==> src/rtl/fetch_pkg.sv <==
// rtl/fetch_pkg.sv - shared state encoding, PC-select codes and counter width for the fetch sequencer
package fetch_pkg;

    typedef enum logic [1:0] {
        ST_RUN   = 2'b00,
        ST_STALL = 2'b01,
        ST_REDIR = 2'b10,
        ST_HALT  = 2'b11
    } fetch_state_e;

    localparam logic [1:0] PCSRC_SEQ    = 2'b00;
    localparam logic [1:0] PCSRC_TARGET = 2'b01;
    localparam logic [1:0] PCSRC_ALU    = 2'b10;
    localparam logic [1:0] PCSRC_RSVD   = 2'b11;

    localparam int CNT_W = 16;

    // The reserved code 11 deliberately falls through as sequential.
    function automatic logic is_redirect(input logic [1:0] src);
        return (src == PCSRC_TARGET) || (src == PCSRC_ALU);
    endfunction

endpackage

==> src/rtl/sat_counter.sv <==
// rtl/sat_counter.sv - saturating up-counter with increment enable
module sat_counter #(
    parameter int W = 16
) (
    input  logic         clk,
    input  logic         rst_n,
    input  logic         inc_i,
    output logic [W-1:0] count_o
);

    localparam logic [W-1:0] ONE = W'(1);

    logic [W-1:0] cnt_q;
    logic [W-1:0] cnt_d;

    always_comb begin
        cnt_d = cnt_q;
        if (inc_i && !(&cnt_q)) begin
            cnt_d = cnt_q + ONE;
        end
    end

    always_ff @(posedge clk or negedge rst_n) begin
        if (!rst_n) begin
            cnt_q <= '0;
        end else begin
            cnt_q <= cnt_d;
        end
    end

    assign count_o = cnt_q;

endmodule

==> src/rtl/fetch_sequencer.sv <==
// rtl/fetch_sequencer.sv - dual-lane fetch control: stall, redirect, halt and perf counters
module fetch_sequencer
    import fetch_pkg::*;
(
    input  logic             clk,
    input  logic             rst,
    input  logic             StallReq,
    input  logic             HaltReq,
    input  logic             ValidE1,
    input  logic             ValidE2,
    input  logic [1:0]       PCSrcE1,
    input  logic [1:0]       PCSrcE2,
    input  logic             SingleIssue,
    output logic             en1,
    output logic             en2,
    output logic [1:0]       PCSrcF1,
    output logic [1:0]       PCSrcF2,
    output logic             FlushD,
    output logic             FlushE,
    output logic             KillE2,
    output logic [1:0]       State,
    output logic [CNT_W-1:0] StallCnt,
    output logic [CNT_W-1:0] RedirCnt
);

    fetch_state_e state_q;
    fetch_state_e state_d;
    logic         stall_inc;
    logic         redir_inc;
    logic         halt_ev;
    logic         redir1_ev;
    logic         redir2_ev;

    assign halt_ev   = HaltReq & ValidE1;
    assign redir1_ev = ValidE1 & is_redirect(PCSrcE1);
    assign redir2_ev = ValidE2 & is_redirect(PCSrcE2);

    always_ff @(posedge clk or negedge rst) begin
        if (!rst) begin
            state_q <= ST_RUN;
        end else begin
            state_q <= state_d;
        end
    end

    always_comb begin
        state_d   = state_q;
        en1       = 1'b1;
        en2       = 1'b1;
        PCSrcF1   = PCSRC_SEQ;
        PCSrcF2   = PCSRC_SEQ;
        FlushD    = 1'b0;
        FlushE    = 1'b0;
        KillE2    = 1'b0;
        stall_inc = 1'b0;
        redir_inc = 1'b0;

        unique case (state_q)
            ST_RUN, ST_STALL: begin
                if (halt_ev) begin
                    en1     = 1'b0;
                    en2     = 1'b0;
                    KillE2  = 1'b1;
                    FlushD  = 1'b1;
                    state_d = ST_HALT;
                end else if (redir1_ev) begin
                    PCSrcF1   = PCSrcE1;
                    KillE2    = 1'b1;
                    FlushD    = 1'b1;
                    FlushE    = 1'b1;
                    redir_inc = 1'b1;
                    state_d   = ST_REDIR;
                end else if (redir2_ev) begin
                    PCSrcF2   = PCSrcE2;
                    FlushD    = 1'b1;
                    FlushE    = 1'b1;
                    redir_inc = 1'b1;
                    state_d   = ST_REDIR;
                end else if (StallReq) begin
                    en1       = 1'b0;
                    en2       = 1'b0;
                    stall_inc = 1'b1;
                    state_d   = ST_STALL;
                end else begin
                    state_d = ST_RUN;
                end
            end
            // Second bubble of a redirect: the wrong-path decode slot is squashed.
            ST_REDIR: begin
                FlushD  = 1'b1;
                state_d = ST_RUN;
            end
            ST_HALT: begin
                en1 = 1'b0;
                en2 = 1'b0;
            end
        endcase

        if (SingleIssue) begin
            en2 = 1'b0;
        end

        // Reset masks all events so fetch sees a clean sequential RUN.
        if (!rst) begin
            en1       = 1'b1;
            en2       = ~SingleIssue;
            PCSrcF1   = PCSRC_SEQ;
            PCSrcF2   = PCSRC_SEQ;
            FlushD    = 1'b0;
            FlushE    = 1'b0;
            KillE2    = 1'b0;
            stall_inc = 1'b0;
            redir_inc = 1'b0;
        end
    end

    assign State = state_q;

    sat_counter #(.W(CNT_W)) u_stall_cnt (
        .clk     (clk),
        .rst_n   (rst),
        .inc_i   (stall_inc),
        .count_o (StallCnt)
    );

    sat_counter #(.W(CNT_W)) u_redir_cnt (
        .clk     (clk),
        .rst_n   (rst),
        .inc_i   (redir_inc),
        .count_o (RedirCnt)
    );

endmodule

==> config.mk <==
export PLATFORM = sky130hd
export DESIGN_NAME = fetch_sequencer
export DESIGN_NICKNAME = d
export VERILOG_FILES = /design/src/rtl/fetch_pkg.sv /design/src/rtl/sat_counter.sv /design/src/rtl/fetch_sequencer.sv
export SDC_FILE = /design/constraint.sdc
export NUM_CORES = 1
export LEC_CHECK = 0
export ABC_AREA = 1
export CAP_MARGIN = 20
export CORE_MARGIN = 2
export CORE_UTILIZATION = 51
export CTS_CLUSTER_SIZE = 28
export DETAILED_ROUTE_END_ITERATION = 7
export PLACE_DENSITY = 0.85
export SYNTH_ARGS = -nofsm -noshare
export SYNTH_HDL_FRONTEND = slang
export SYNTH_SLANG_ARGS = --single-unit
==> constraint.sdc <==
create_clock -name clk -period 1.9 [get_ports clk]
set_input_delay 0.285 -clock clk [delete_from_list [all_inputs] [get_ports clk]]
set_output_delay 0.285 -clock clk [all_outputs]
set_load 0.02 [all_outputs]
Word-level counts from Yosys, hierarchy flattened
Index checks and enable logic that the tools add are counted.
{"block": "word_totals", "reg_bits": 34, "inputBits": 11}
{"block": "classes", "add_sub_neg": 2, "eq_ne": 7, "muxes": 40, "bitwise_logic": 4, "n_reduce_logical": 11}
{"operator": "$add A16 B1 Y16 const B", "n": 2}
{"operator": "$reduce_and A16 Y1", "n": 2}
{"operator": "$mux W1", "n": 25}
{"operator": "$mux W2", "n": 12}
{"operator": "$eq A2 B2 Y1 const B", "n": 4}
{"operator": "$eq A2 B1 Y1 const B", "n": 3}
{"operator": "$pmux W1 S2", "n": 2}
{"operator": "$pmux W2 S2", "n": 1}
{"operator": "$and A1 B1 Y1", "n": 3}
{"operator": "$logic_and A1 B1 Y1", "n": 2}
{"operator": "$logic_not A1 Y1", "n": 2}
{"operator": "$logic_not A2 Y1", "n": 1}
{"operator": "$logic_or A1 B1 Y1", "n": 2}
{"operator": "$reduce_bool A2 Y1", "n": 1}
{"operator": "$reduce_or A2 Y1", "n": 1}
{"operator": "$not A1 Y1", "n": 1}

Depth between registers and ports, before layout
{"block": "depth", "depth_word": 9, "ltp_mapped": 10, "depth_no_buf": 9}

By module
From an unflattened synthesis, not the netlist that was laid out.
{"block": "unflattened", "cells_unflattened": 347, "hier_area_um2": 2332.2}
{"module": "sat_counter at u_redir_cnt", "n_inst": 1, "cells_per_inst": 158, "area_each_um2": 1052.3, "seq_area_each_um2": 400.4}
{"module": "sat_counter at u_stall_cnt", "n_inst": 1, "cells_per_inst": 148, "area_each_um2": 1016.0, "seq_area_each_um2": 400.4}
{"module": "fetch_sequencer", "n_inst": 1, "cells_per_inst": 41, "area_each_um2": 264.0, "seq_area_each_um2": 50.0}

Worst setup path before layout
OpenSTA, ideal clock, no wires.
{"block": "synth_path", "path_kind": "register to output", "start": "register state_q[1], in the netlist State[1]", "end": "output PCSrcF2[0]", "arrival_time_ns": 1.450, "required_ns": 1.615, "path_slack_ns": 0.165, "path_stages_with_launch": 4, "path_buffers": 0, "path_cell_list": "dfrtp_1 nor3_4 nand2_1 nor3_1"}
{"block": "synth_between", "elab_chain_cells": 4, "word_cells_on_any_way": 5}
{"item": "start: declaration", "line": "fetch_sequencer.sv:26", "source": "fetch_state_e state_q;"}
{"item": "start signal: assignment", "line": "fetch_sequencer.sv:42", "source": "state_q <= state_d;"}
{"item": "$eq A2 B1 Y1 / $logic_not A2 Y1 (equally long branches)", "line": "fetch_sequencer.sv:58", "source": "unique case (state_q)"}
{"item": "$reduce_or A2 Y1 *", "line": "fetch_sequencer.sv:58"}
{"item": "$mux W2 *", "line": "fetch_sequencer.sv:58"}
{"item": "$mux W2 *", "line": "fetch_sequencer.sv:104", "source": "if (!rst) begin"}
{"item": "end: declaration", "line": "fetch_sequencer.sv:17", "source": "output logic [1:0] PCSrcF2,"}
Every way passes the cells marked *; elsewhere a longest branch is shown, timed or not.

Worst setup path in the final report
{"block": "layout_path", "start": "input PCSrcE2[1]", "end": "output PCSrcF2[0]"}
{"block": "layout_between", "elab_chain_cells": 8, "word_cells_on_any_way": 9}
{"item": "start: declaration", "line": "fetch_sequencer.sv:12", "source": "input logic [1:0] PCSrcE2,"}
{"item": "$eq A2 B1 Y1 / $eq A2 B2 Y1 (equally long branches)", "line": "fetch_pkg.sv:20", "source": "return (src == PCSRC_TARGET) || (src == PCSRC_ALU);"}
{"item": "$logic_or A1 B1 Y1 *", "line": "fetch_pkg.sv:20"}
{"item": "$and A1 B1 Y1 *", "line": "fetch_sequencer.sv:36", "source": "assign redir2_ev = ValidE2 & is_redirect(PCSrcE2);"}
{"item": "$mux W2 *", "line": "fetch_sequencer.sv:73", "source": "end else if (redir2_ev) begin"}
{"item": "$mux W2 *", "line": "fetch_sequencer.sv:66", "source": "end else if (redir1_ev) begin"}
{"item": "$mux W2 *", "line": "fetch_sequencer.sv:60", "source": "if (halt_ev) begin"}
{"item": "$mux W2 *", "line": "fetch_sequencer.sv:58"}
{"item": "$mux W2 *", "line": "fetch_sequencer.sv:104"}
Marks and branches as above.

==> impl_metrics.py <==
metrics = {
    "hold_path": {
        "min_from": "ValidE1",
        "holdPathStages": 5,
        "hold_class": "primary input to register",
        "hold_path_end": "State[1]$_DFFE_PN0P_",
    },
    "floorplan": {
        "rows": 24,
        "die_area_um2": 5280,
        "core-area_um2": 4440,
        "initial_core_util": 0.541,
        "die_h_um": 72.7,
        "io_pins": 54,
        "fp.dieW_um": 72.7,
    },
    "synth": {
        "synth.top_cell.area_share": 0.354,
        "ys_seq_area_frac": 0.354,
        "syn_area_um2": 2410,
        "synth.most_common_cell": "nand2_1",
        "yosys.cell_types.count": 27,
        "synth_edf_count": 0,
        "async_flop_share": 1.00,
        "yosys_warnings": 0,
        "ys.flop_type": "dfrtp_1",
        "synth_common_cells": "nand2_1 (127), inv_1 (35), dfrtp_1 (34)",
        "synth.area.top_cells": "dfrtp_1 (35%), nand2_1 (20%), inv_1 (5.5%), nand3_1 (5.2%), nor2_1 (5.1%)",
        "avgSynthCellArea_um2": 6.95,
        "yosysTopAreaCell": "dfrtp_1",
        "synth.net_count": 359,
        "syn-instance-count": 346,
        "ys_ff_latch": 34,
    },
    "detailed_routing": {
        "drt_iter0_markers": 78,
        "viasPerCell": 5.18,
        "drtAntennaViolNets": 0,
        "route.detailed.drc": 0,
        "vias": 2473,
        "wl_per_cell_um": 12.2,
        "drtPass1Iterations": 4,
        "wl_um": 5820,
    },
    "global_routing": {
        "antenna_found_initial": 0,
        "grt_pass1_vias": 2121,
        "grt_overflow": 0,
        "grt_max_degree": 35,
        "grt_pass1_wl_um": 9370,
        "track_usage": 0.221,
    },
    "sta": {
        "slew_violations": 0,
        "fmax_mhz": 533,
        "min_period_ns": 1.87,
        "setup_viol": 0,
        "slew_headroom": 0.709,
        "tightest_slew_ns": 0.437,
        "finalCritPeriodShare": 0.987,
        "finalHoldViolations": 0,
        "fin_ws_ns": 0.0255,
        "fin_worst_skew_ns": 0.00741,
    },
    "job": {
        "cap_violations": 0,
    },
    "setup_path": {
        "end_kind": "primary output",
        "reg2reg_from": "u_stall_cnt.count_o[0]$_DFFE_PN0P_",
        "reg2reg_depth": 9,
        "rrSetupSlack_ns": 0.25,
        "cp.required_ns": 1.62,
        "r2r-end": "u_stall_cnt.count_o[15]$_DFFE_PN0P_",
        "cp_max_fo": 4,
        "start_kind": "primary input",
        "cp_data_arrival_time_ns": 1.59,
        "crit_type": "primary input to primary output",
    },
    "pwr": {
        "internal_power_mw": 1.75,
        "ir_drop_uv": 722,
        "leakagePower_nw": 1.57,
        "p_clk_frac": 0.194,
        "p_comb_frac": 0.436,
        "switching_power_mw": 1.16,
        "p_per_area_nw_per_um2": 903,
        "p_seq_frac": 0.369,
        "swShare": 0.399,
    },
    "layout": {
        "regArea_um2": 851,
        "multi_input_area_um2": 1380,
        "drive_gt1_frac": 0.205,
        "insertedDiodeCount": 0,
        "design_area_um2": 3230,
        "fill_cells": 363,
        "area_growth_pct": 34.2,
        "nets": 437,
    },
    "clock_network": {
        "clock_latency_ns": 0.29,
        "cts_made_buffers": 5,
        "htree_num_levels": 2,
        "clock_sinks": 34,
        "cts_tree": "yes",
        "clock_path_buffers": 2,
        "cts.clk_slew.worst_paths_ns": 0.07,
        "hold_buffers": 0,
        "clock-root-buffer": "clkbuf_8",
    },
    "run_status": {
        "outcome": "complete, no violations",
    },
    "placed_design": {
        "port_buffers": 53,
        "dpl_worst_slack_ns": -0.375,
        "placed_cell_area_um2": 3140,
        "dp_hpwl_um": 4430,
        "gp_congestion": 0.913,
    },
}
==> kinds of logic (layout without fill, tap and decap cells) <==
kind of cell               Yosys count  count (layout)  share of synthesized area
xor gates and xnor gates            13              13                     0.0473
DFF                                 34              34                      0.354
AOI/OAI and AO/OA                   22              22                     0.0593
and+or+nand+nor                    231             231                      0.448
buffers and inverters               44             123                     0.0816
adders and majority gates            2               2                     0.0104
==> registers in the layout (all words and copies together) (netlist names) <==
register / flops
u_redir_cnt.count_o: 16
u_stall_cnt.count_o: 16
State: 2
==> metrics by stage <==
step	TNS [ns]	util	power, mW	cells	hold WS [ns]
5_1_grt	-0.101	0.727	3.08	477	0.590
3_5_place_dp	-3.97	0.706	2.37	468	0.544
3_3_place_gp	-2.51	0.706	2.33	468	0.531
6_report	0	0.727	2.92	477	0.541
4_1_cts	-0.0221	0.723	2.92	476	0.565
2_1_floorplan	0	-	1.78	346	-0.0106
==> how the worst max path moves through the flow <==
stage / to / slack (ns) / cells past startpoint / start
after detailed placement: en2 / -0.38 / 10 / PCSrcE2[0]
after global routing: PCSrcF2[0] / -0.05 / 7 / PCSrcE2[1]
final: PCSrcF2[0] / 0.03 / 7 / PCSrcE2[1]
after CTS: en2 / -0.01 / 10 / PCSrcE1[1]
after floorplan: PCSrcF2[0] / 0.17 / 3 / State[1]$_DFFE_PN0P_
after global placement: PCSrcF2[0] / -0.32 / 7 / PCSrcE2[0]
==> cell type report <==
type                            count  area share
Multi-Input combinational cell    268       0.428
Sequential cell                    34       0.263
Timing Repair Buffer               74       0.211
Inverter                           41      0.0480
Clock buffer                        6      0.0256
Tap cell                           52      0.0201
Clock inverter                      2     0.00387
==> power by group through the flow <==
stage               combinational [mW]  sequential (mW)  clock (mW)
global route                      1.38             1.11       0.594
global placement                  1.25             1.08           0
CTS                               1.27             1.07       0.579
detailed placement                1.28             1.09           0
floorplan                        0.540             1.24           0
finish                            1.27             1.08       0.567
==> worst max-delay path, cell delays in order <==
cell             delay (ns)
clkdlybuf4s50_1        0.52
inv_1                  0.09
nand2_1                0.08
nand3_2                0.10
buf_4                  0.16
nor3_1                 0.16
buf_2                  0.19
==> timing repair <==
action,4_1_cts,5_1_grt
resized for setup,32,17
pin swaps,0,2
setup buffers,0,1
setup endpoints to repair,9,8
==> layout by cell type, fill, tap and decap left out, drive strengths merged, types with 3 or more instances in the layout <==
cell / instances
o21ai: 19
clkbuf: 9
nand3: 28
nand2: 146
xor2: 10
nor2: 39
buf: 27
nand4: 10
clkdlybuf4s50: 43
nor3: 6
xnor2: 3
inv: 40
dfrtp: 34
==> per-layer routing <==
layer	track usage	routed length, um	part of all wire
met2	0.376	2880	0.49
met3	0.0401	280	0.048
met1	0.295	2620	0.45
met5	0	0	0
met4	0.0494	49	0.0084
Power figures use the tool's default switching activity.
